--- src/rtl/axi_pkg.sv ---
// Shared AXI write-slave types, plus fallback channel widths matching AXI_define.svh.
// The bound-check option is selected by AXI_WR_BOUND_CHECK_EN.
`ifndef AXI_IDS_BITS
`define AXI_IDS_BITS 8
`endif
`ifndef AXI_ADDR_BITS
`define AXI_ADDR_BITS 32
`endif
`ifndef AXI_LEN_BITS
`define AXI_LEN_BITS 8
`endif
`ifndef AXI_SIZE_BITS
`define AXI_SIZE_BITS 3
`endif
`ifndef AXI_BURST_BITS
`define AXI_BURST_BITS 2
`endif
`ifndef AXI_DATA_BITS
`define AXI_DATA_BITS 32
`endif
`ifndef AXI_STRB_BITS
`define AXI_STRB_BITS 4
`endif

package axi_pkg;

    typedef enum logic [1:0] {
        RESP_OKAY   = 2'd0,
        RESP_EXOKAY = 2'd1,
        RESP_SLVERR = 2'd2,
        RESP_DECERR = 2'd3
    } resp_e;

    typedef enum logic [1:0] {
        BURST_FIXED = 2'd0,
        BURST_INCR  = 2'd1,
        BURST_WRAP  = 2'd2
    } burst_e;

    typedef enum logic [1:0] {
        ST_IDLE,
        ST_DATA,
        ST_RESP
    } wr_state_t;

    localparam logic [2:0] SIZE_WORD = 3'b010;

endpackage

--- src/rtl/axi_wr_slave_addr_gen.sv ---
// Beat counter and word-address stepping for one write burst.
// With AXI_WR_BOUND_CHECK_EN the address saturates and flags words >= DEPTH.
module axi_burst_addr_gen
    import axi_pkg::*;
#(
    parameter int DEPTH = 16384,
    parameter int WW    = 30,
    parameter int LW    = 8
) (
    input  logic          clk,
    input  logic          rst,
    input  logic          load,
    input  logic [WW-1:0] start_addr,
    input  logic [LW-1:0] len,
    input  logic          fixed,
    input  logic          step,
    output logic [WW-1:0] addr,
    output logic          last_beat,
    output logic          out_of_range
);

`ifdef AXI_WR_BOUND_CHECK_EN
    localparam bit CHECK = 1'b1;
`else
    localparam bit CHECK = 1'b0;
`endif

    logic [LW-1:0] cnt_q;
    logic [LW-1:0] len_q;
    logic          fixed_q;
    logic [WW-1:0] addr_q;
    logic [WW-1:0] addr_inc;

    // Saturation keeps an out-of-range burst from wrapping back into range.
    assign addr_inc     = (CHECK && (&addr_q)) ? addr_q : addr_q + 1'b1;
    assign out_of_range = CHECK && (addr_q >= WW'(DEPTH));
    assign last_beat    = (cnt_q == len_q);
    assign addr         = addr_q;

    always_ff @(posedge clk or negedge rst) begin
        if (!rst) begin
            cnt_q   <= '0;
            len_q   <= '0;
            fixed_q <= 1'b0;
            addr_q  <= '0;
        end else if (load) begin
            cnt_q   <= '0;
            len_q   <= len;
            fixed_q <= fixed;
            addr_q  <= start_addr;
        end else if (step) begin
            cnt_q <= cnt_q + 1'b1;
            if (!fixed_q) addr_q <= addr_inc;
        end
    end

endmodule

--- src/rtl/axi_wr_slave.sv ---
// AXI4 write responder: one burst at a time into a single-port word memory.
// Optional address range checking is enabled by AXI_WR_BOUND_CHECK_EN.
module axi_wr_slave
    import axi_pkg::*;
#(
    parameter int DEPTH         = 16384,
    parameter int BASE_WORD_LSB = 2,
    localparam int AW_MEM       = $clog2(DEPTH)
) (
    input  logic                       clk,
    input  logic                       rst,
    input  logic [`AXI_IDS_BITS-1:0]   awid_i,
    input  logic [`AXI_ADDR_BITS-1:0]  awaddr_i,
    input  logic [`AXI_LEN_BITS-1:0]   awlen_i,
    input  logic [`AXI_SIZE_BITS-1:0]  awsize_i,
    input  logic [`AXI_BURST_BITS-1:0] awburst_i,
    input  logic                       awvalid_i,
    output logic                       awready_o,
    input  logic [`AXI_DATA_BITS-1:0]  wdata_i,
    input  logic [`AXI_STRB_BITS-1:0]  wstrb_i,
    input  logic                       wlast_i,
    input  logic                       wvalid_i,
    output logic                       wready_o,
    output logic [`AXI_IDS_BITS-1:0]   bid_o,
    output logic [1:0]                 bresp_o,
    output logic                       bvalid_o,
    input  logic                       bready_i,
    output logic                       mem_we_o,
    output logic [AW_MEM-1:0]          mem_addr_o,
    output logic [3:0]                 mem_wstrb_o,
    output logic [31:0]                mem_wdata_o
);

    localparam int WW = `AXI_ADDR_BITS - BASE_WORD_LSB;

    wr_state_t                state_q, state_d;
    logic                     aw_en_q;
    logic [`AXI_IDS_BITS-1:0] id_q;
    logic                     err_q;
    logic                     size_bad_q;
    logic                     unsup_q;
    logic                     aw_hs, w_hs;
    logic                     beat_err;
    logic [WW-1:0]            gen_addr;
    logic                     last_beat, oob;
    logic                     size_bad, unsup;
    logic                     unused_bits;

    assign size_bad = (awsize_i != SIZE_WORD);
    assign unsup    = !((awburst_i == BURST_FIXED) || (awburst_i == BURST_INCR));

    axi_burst_addr_gen #(
        .DEPTH(DEPTH),
        .WW   (WW),
        .LW   (`AXI_LEN_BITS)
    ) u_addr_gen (
        .clk         (clk),
        .rst         (rst),
        .load        (aw_hs),
        .start_addr  (awaddr_i[`AXI_ADDR_BITS-1:BASE_WORD_LSB]),
        .len         (awlen_i),
        .fixed       (awburst_i == BURST_FIXED),
        .step        (w_hs),
        .addr        (gen_addr),
        .last_beat   (last_beat),
        .out_of_range(oob)
    );

    always_comb begin
        state_d   = state_q;
        awready_o = 1'b0;
        wready_o  = 1'b0;
        bvalid_o  = 1'b0;
        aw_hs     = 1'b0;
        w_hs      = 1'b0;
        unique case (state_q)
            ST_IDLE: begin
                awready_o = aw_en_q;
                aw_hs     = awvalid_i & aw_en_q;
                if (aw_hs) state_d = ST_DATA;
            end
            ST_DATA: begin
                wready_o = 1'b1;
                w_hs     = wvalid_i;
                if (w_hs && last_beat) state_d = ST_RESP;
            end
            ST_RESP: begin
                bvalid_o = 1'b1;
                if (bready_i) state_d = ST_IDLE;
            end
            default: state_d = ST_IDLE;
        endcase
    end

    // The counter alone ends the burst; a wlast disagreement only marks it bad.
    assign beat_err = w_hs & ((wlast_i != last_beat) | oob | unsup_q);

    assign mem_we_o    = w_hs & ~size_bad_q & ~unsup_q & ~oob;
    assign mem_addr_o  = w_hs ? gen_addr[AW_MEM-1:0] : '0;
    assign mem_wstrb_o = w_hs ? wstrb_i : '0;
    assign mem_wdata_o = w_hs ? wdata_i : '0;

    assign bid_o   = bvalid_o ? id_q : '0;
    assign bresp_o = (bvalid_o && err_q) ? RESP_SLVERR : RESP_OKAY;

    assign unused_bits = ^{awaddr_i[BASE_WORD_LSB-1:0], gen_addr[WW-1:AW_MEM]};

    always_ff @(posedge clk or negedge rst) begin
        if (!rst) begin
            state_q    <= ST_IDLE;
            aw_en_q    <= 1'b0;
            id_q       <= '0;
            err_q      <= 1'b0;
            size_bad_q <= 1'b0;
            unsup_q    <= 1'b0;
        end else begin
            state_q <= state_d;
            aw_en_q <= 1'b1;
            if (aw_hs) begin
                id_q       <= awid_i;
                size_bad_q <= size_bad;
                unsup_q    <= unsup;
                err_q      <= size_bad | unsup;
            end else if (beat_err) begin
                err_q <= 1'b1;
            end
        end
    end

endmodule

--- config.mk ---
export PLATFORM = sky130hd
export DESIGN_NAME = axi_wr_slave
export DESIGN_NICKNAME = d
export VERILOG_FILES = /design/src/rtl/axi_pkg.sv /design/src/rtl/axi_wr_slave_addr_gen.sv /design/src/rtl/axi_wr_slave.sv
export SDC_FILE = /design/constraint.sdc
export NUM_CORES = 1
export LEC_CHECK = 0
export ABC_AREA = 1
export BUFFER_PORTS_ARGS = -buffer_cell sky130_fd_sc_hd__buf_4
export CAP_MARGIN = 30
export CORE_ASPECT_RATIO = 1.25
export CORE_MARGIN = 5
export CORE_UTILIZATION = 41
export DETAILED_ROUTE_END_ITERATION = 12
export PLACE_DENSITY = 0.84
export SETUP_SLACK_MARGIN = 0.05
export SYNTH_ARGS = -nofsm -noshare
export SYNTH_HDL_FRONTEND = slang
export SYNTH_SLANG_ARGS = --single-unit
--- constraint.sdc ---
create_clock -name clk -period 1.8 [get_ports clk]
set_clock_uncertainty 0.05 [all_clocks]
set_input_delay 0.54 -clock clk [delete_from_list [all_inputs] [get_ports clk]]
set_output_delay 0.54 -clock clk [all_outputs]
set_load 0.05 [all_outputs]
== Word-level counts from Yosys, hierarchy flattened ==
Index checks and enable logic that the tools add are counted.
W data, S select, Z words.

* Bits in registers: 61
* Input bits: 95
* Output and inout bits: 64
* Logic and storage cells: 61

* Add/sub/neg operators: 2
* Eq/ne operators: 10
* Multiplexer cells: 21
* Bitwise operators: 8
* Reduce and logical (&&, ||, !) cells: 10

{| class="wikitable"
|+ Operator list
! cell !! count
|-
| $mux W30 || 3
|-
| $mux W32 || 1
|-
| $add A30 B1 Y30 const B || 1
|-
| $mux W8 || 3
|-
| $mux W14 || 1
|-
| $add A8 B1 Y8 const B || 1
|-
| $eq A8 B8 Y1 || 1
|-
| $mux W2 || 4
|-
| $ne A2 B2 Y1 const B || 4
|-
| $mux W1 || 7
|-
| $pmux W2 S3 || 1
|-
| $and A1 B1 Y1 || 4
|-
| $eq A2 B1 Y1 const B || 2
|-
| $logic_not A2 Y1 || 2
|-
| $mux W4 || 1
|-
| $reduce_bool A2 Y1 || 2
|-
| $ne A3 B2 Y1 const B || 1
|-
| $reduce_and A3 Y1 || 1
|-
| $eq A2 B2 Y1 const B || 1
|-
| $logic_and A1 B1 Y1 || 2
|-
| $not A1 Y1 || 2
|-
| $or A1 B1 Y1 || 2
|-
| $reduce_and A2 Y1 || 1
|-
| $logic_not A1 Y1 || 1
|-
| other kinds (2) || 2
|}

== Depth between registers and ports, before layout ==
* Depth after elaboration: 6
* Gate-level depth with buffers: 11
* Gate-level depth less buffers: 11

== Hierarchy ==
Synthesis repeated with hierarchy kept, for this count alone.

* Cells, all modules: 665
* Area total of the unflattened synthesis: 4,325.4 um2

{| class="wikitable"
|+ By module, submodules not included
! module !! times used !! cells an instance !! area an instance (um2) !! seq. area each (um2)
|-
| axi_burst_addr_gen || 1 || 467 || 3,138.0 || 1,176.1
|-
| axi_wr_slave || 1 || 198 || 1,187.4 || 350.3
|}

== Worst setup path after synthesis ==
Ideal clock, no wire load.

* Kind: flip-flop to output port
* From: register state_q[0]
* To: output bid_o[0]
* Arrival time: 2.262 ns
* Data required time: 1.210 ns
* Setup slack: -1.052 ns
* Cell stages (with the launch flop): 4
* Buffers on the path: 0
* Cells stage by stage: dfrtp_1 nor2_1 clkinv_1 nor2_1

* Word-level cells in the longest chain between the ends: 3

{| class="wikitable"
|+ Ends and longest elaborated chain
! element !! line !! text
|-
| start, declared || axi_wr_slave.sv:36 || <nowiki>wr_state_t state_q, state_d;</nowiki>
|-
| start signal, assigned || axi_wr_slave.sv:117 || <nowiki>state_q <= state_d;</nowiki>
|-
| $eq A2 B2 Y1 || axi_wr_slave.sv:76 || <nowiki>unique case (state_q)</nowiki>
|-
| $mux W1 || axi_wr_slave.sv:76 ||
|-
| via bvalid_o || axi_wr_slave.sv:26 || <nowiki>output logic bvalid_o,</nowiki>
|-
| $mux W8 || axi_wr_slave.sv:103 || <nowiki>assign bid_o = bvalid_o ? id_q : '0;</nowiki>
|-
| end, declared || axi_wr_slave.sv:24 || <nowiki>output logic [`AXI_IDS_BITS-1:0] bid_o,</nowiki>
|}

The timed path passes the listed nets, and every way through them passes these cells.

== Worst setup path in the final report ==
* From: register state_q[1]
* To: output mem_wdata_o[30]

* Word-level cells in the longest chain between the ends: 3

{| class="wikitable"
|+ Ends and longest elaborated chain
! element !! line !! text
|-
| $eq A2 B1 Y1 || axi_wr_slave.sv:76 ||
|-
| $mux W1 || axi_wr_slave.sv:76 ||
|-
| $mux W32 || axi_wr_slave.sv:101 || <nowiki>assign mem_wdata_o = w_hs ? wdata_i : '0;</nowiki>
|-
| end, declared || axi_wr_slave.sv:31 || <nowiki>output logic [31:0] mem_wdata_o</nowiki>
|}

No other way between the ends.

==> flow_metrics.env <==
export IMPL_status="finished with violations"
export IMPL_violations="negative setup slack"
export IMPL_fin_cells=687
export IMPL_cp_arrival_ps=1610
export IMPL_fin_area_sq_um=5580
export IMPL_synth_seq_cells=45
export IMPL_routed_wl_met3_um=739
export IMPL_drv_cap=0
export IMPL_syn_cell_area_sq_um=2840
export IMPL_post_dp_hpwl_um=7000
export IMPL_criticalPathCategory="flip-flop to output port"
export IMPL_drive_gt1_share_pct=50.8
export IMPL_p_total_mw=7.53
export IMPL_io_pins=159
export IMPL_post_place_ws_ps=-85.3
export IMPL_yosysWarnings=0
export IMPL_synthXorXnorAreaFrac_pct=2.16
export IMPL_layout_setup_ws_ps=-400
export IMPL_wire_per_inst_um=17.3
export IMPL_io_buffers=139
export IMPL_finalHoldViolations=0
export IMPL_clock_latency_ps=300
export IMPL_highest_layer="met4"
export IMPL_cpMaxStageDelayCell="dfrtp_1"
export IMPL_start_util_pct=41.4
export IMPL_grt_pass1_vias=3472
export IMPL_crit_path_max_incr_delay_ps=400
export IMPL_drv_slew=0
export IMPL_cp_cell_sequence="inv_2, nand2_4, inv_4, nand2_8, buf_12, clkbuf_16, nor2_4, buf_8"
export IMPL_grt_max_degree=46
export IMPL_wl_met2_um=6550
export IMPL_wl_um=11900
export IMPL_drc=0
export IMPL_power_density_nw_per_um2=1350
export IMPL_yosys_area_share_simple_pct=30.7
export IMPL_min_period_ps=2200
export IMPL_slew_headroom_pct=60.9
export IMPL_place_gp_congestion=0.877
export IMPL_ir_worst_vdd_mv=0.746
export IMPL_cts_buffers=5
export IMPL_synth_compound_area_share_pct=11.5
export IMPL_cts_root_buffer="clkbuf_8"
export IMPL_core_area_sq_um=6850
export IMPL_wl_met1_um=4150
export IMPL_antenna_found_initial=0
export IMPL_setup_viol=73
export IMPL_layout_nets=693
export IMPL_cp_start_kind="flip-flop"
export IMPL_diodes=0
export IMPL_clk_path_buf_depth=2
export IMPL_crit_required_ps=1210
export IMPL_die_area_sq_um=8700
export IMPL_ff2ff_path_depth=13
export IMPL_timing_fmax_mhz=455
export IMPL_syn_num_nets=515
export IMPL_cp_end_kind="output port"
export IMPL_dr_first_iter_drc_count=197
export IMPL_synthMuxAreaShare_pct=0
export IMPL_dr_pass1_iters=7
export IMPL_cp_max_fo=6
export IMPL_htreeDepth=2
export IMPL_rsz0062_at_grt="yes"
export IMPL_die_h_um=103
export IMPL_cellLeakagePower_nw=2.71
export IMPL_clk_pin_slew_ps=90
export IMPL_netlist_instances=418
export IMPL_dp_cells=653
export IMPL_rows=34
export IMPL_synth_top_family_by_area="simple AND/OR/NAND/NOR gates"
export IMPL_via_per_inst=5.13
export IMPL_grt_pass1_wl_um=16500
export IMPL_worst_pin_slew_ps=586
export IMPL_ys_seq_area_share_pct=39.7
export IMPL_die_w_um=84.4
export IMPL_tns_ps=-22750
export IMPL_utilization_pct=81.5
export IMPL_cts_sinks=45
export IMPL_grt_overflow=0
export IMPL_synthAdderAreaFrac_pct=0.882
export IMPL_track_usage_pct=23.4
export IMPL_hold_worst_slack_ps=185
export IMPL_syn_area_per_cell_sq_um=6.79
export IMPL_hold_path_class="input pin to asynchronous set/reset pin"
export IMPL_route_antenna_remaining_nets=0
export IMPL_nFillCells=370
export IMPL_cts_tree="done"
export IMPL_synthToLayoutAreaGrowth_pct=96.6
export IMPL_place_area_sq_um=4590
export IMPL_synth_distinct_cells=35
export IMPL_vias=3525
export IMPL_min_period_over_period_pct=122
[worst max-delay path: cells and delay by family (launching register included)]
kind | cells | cell delay (ps)
flops | 1 | 400
buf+inv | 5 | 650
simple gates | 3 | 260
[power by group]
part,switching (mW),internal (mW),leakage [nW]
Sequential,0.372,1.43,0.549
Combinational,2.90,2.02,2.10
Clock,0.358,0.452,0.0574
[final timing paths]
check / slack, ps / startpoint / to
setup / recovery: -400 / state_q[1] / mem_wdata_o[30]
hold / removal: 190 / rst / u_addr_gen.len_q[4]
setup reg to reg: -130 / state_q[1] / u_addr_gen.cnt_q[7]
hold reg to reg: 460 / u_addr_gen.len_q[4] / u_addr_gen.len_q[4]
max in group asynchronous: 1110 / rst / size_bad_q
min in group clk: 380 / awburst_i[0] / u_addr_gen.fixed_q
[what timing repair did]
item	4_1_cts	5_1_grt
gates cloned	1	2
gates resized for setup	100	73
pin swaps	13	20
endpoints found under the setup margin	65	101
hold buffers	0	0
buffers inserted	14	13
[layout by cell type (no fill, tap or decap), types with 3 or more instances in the layout]
cell      synthesis  routed
buf_4             2      94
nand2_1          89      85
inv_1            79      76
nor2_4            1      63
buf_6             3      56
dfrtp_1          45      45
buf_8             0      26
o21ai_0          31      21
nor2_1           86      20
nand3_1          14      14
a21oi_1          10       8
buf_12            0       8
nor2_2            3       7
o21ai_2           0       6
clkbuf_8          0       6
inv_2             3       4
nor3_4            2       4
nand2_2           2       4
o21ai_1           1       4
xnor2_1           4       4
o22ai_1           7       4
xor2_1            3       3
[layer usage]
metal / track usage (%) / vias to the layer above
li1: - / 1619
met1: 25.4 / 1669
met2: 45.9 / 197
met3: 4.24 / 40
met4: 7.92 / 0
met5: 0 / -
[synth_stat cells]
| master | count | area, sq um |
|---|---|---|
| nand2_1 | 89 | 334 |
| nor2_1 | 86 | 323 |
| inv_1 | 79 | 297 |
| dfrtp_1 | 45 | 1130 |
| o21ai_0 | 31 | 155 |
| nand3_1 | 14 | 70.1 |
| buf_2 | 12 | 60.1 |
| a21oi_1 | 10 | 50.1 |
| o22ai_1 | 7 | 43.8 |
| xnor2_1 | 4 | 35.0 |
| buf_6 | 3 | 33.8 |
| inv_2 | 3 | 11.3 |
| nor2_2 | 3 | 18.8 |
| nor3_1 | 3 | 15.0 |
| xor2_1 | 3 | 26.3 |
| buf_4 | 2 | 15.0 |
| conb_1 | 2 | 7.51 |
| ha_1 | 2 | 25.0 |
| nand2_2 | 2 | 12.5 |
| nor3_2 | 2 | 20.0 |
| nor3_4 | 2 | 32.5 |
| a22oi_1 | 1 | 7.51 |
| a31oi_1 | 1 | 6.26 |
| a32oi_1 | 1 | 8.76 |
| clkinv_1 | 1 | 3.75 |
| nand2_4 | 1 | 11.3 |
| nand3_2 | 1 | 10.0 |
| nand4_1 | 1 | 6.26 |
| nor2_4 | 1 | 11.3 |
| nor3b_1 | 1 | 7.51 |
| o211ai_2 | 1 | 12.5 |
| o21a_1 | 1 | 7.51 |
| o21ai_1 | 1 | 5.00 |
| o21ai_4 | 1 | 16.3 |
| o31ai_2 | 1 | 12.5 |
[registers in the layout (all words and copies together), names as in the netlist]
register            flops
aw_en_q                 1
err_q                   1
id_q                    8
size_bad_q              1
state_q                 2
u_addr_gen.addr        14
u_addr_gen.cnt_q        8
u_addr_gen.fixed_q      1
u_addr_gen.len_q        8
unsup_q                 1
[cell families after synthesis]
logic type,Yosys count
adders and majority gates,2
xor gates and xnor gates,7
AOI/OAI and AO/OA,56
other,2
DFF,45
and+or+nand+nor,206
buffers and inverters,100
[cell type report]
| class | count | area, sq um | share of cell area, % |
|---|---|---|---|
| Clock buffer | 6 | 82.6 | 1.48 |
| Clock inverter | 2 | 37.5 | 0.673 |
| Inverter | 83 | 324 | 5.81 |
| Multi-Input combinational cell | 273 | 1910 | 34.1 |
| Sequential cell | 45 | 1130 | 20.2 |
| Tap cell | 90 | 113 | 2.02 |
| Timing Repair Buffer | 188 | 1990 | 35.7 |
(Power assumes the default switching activity.)
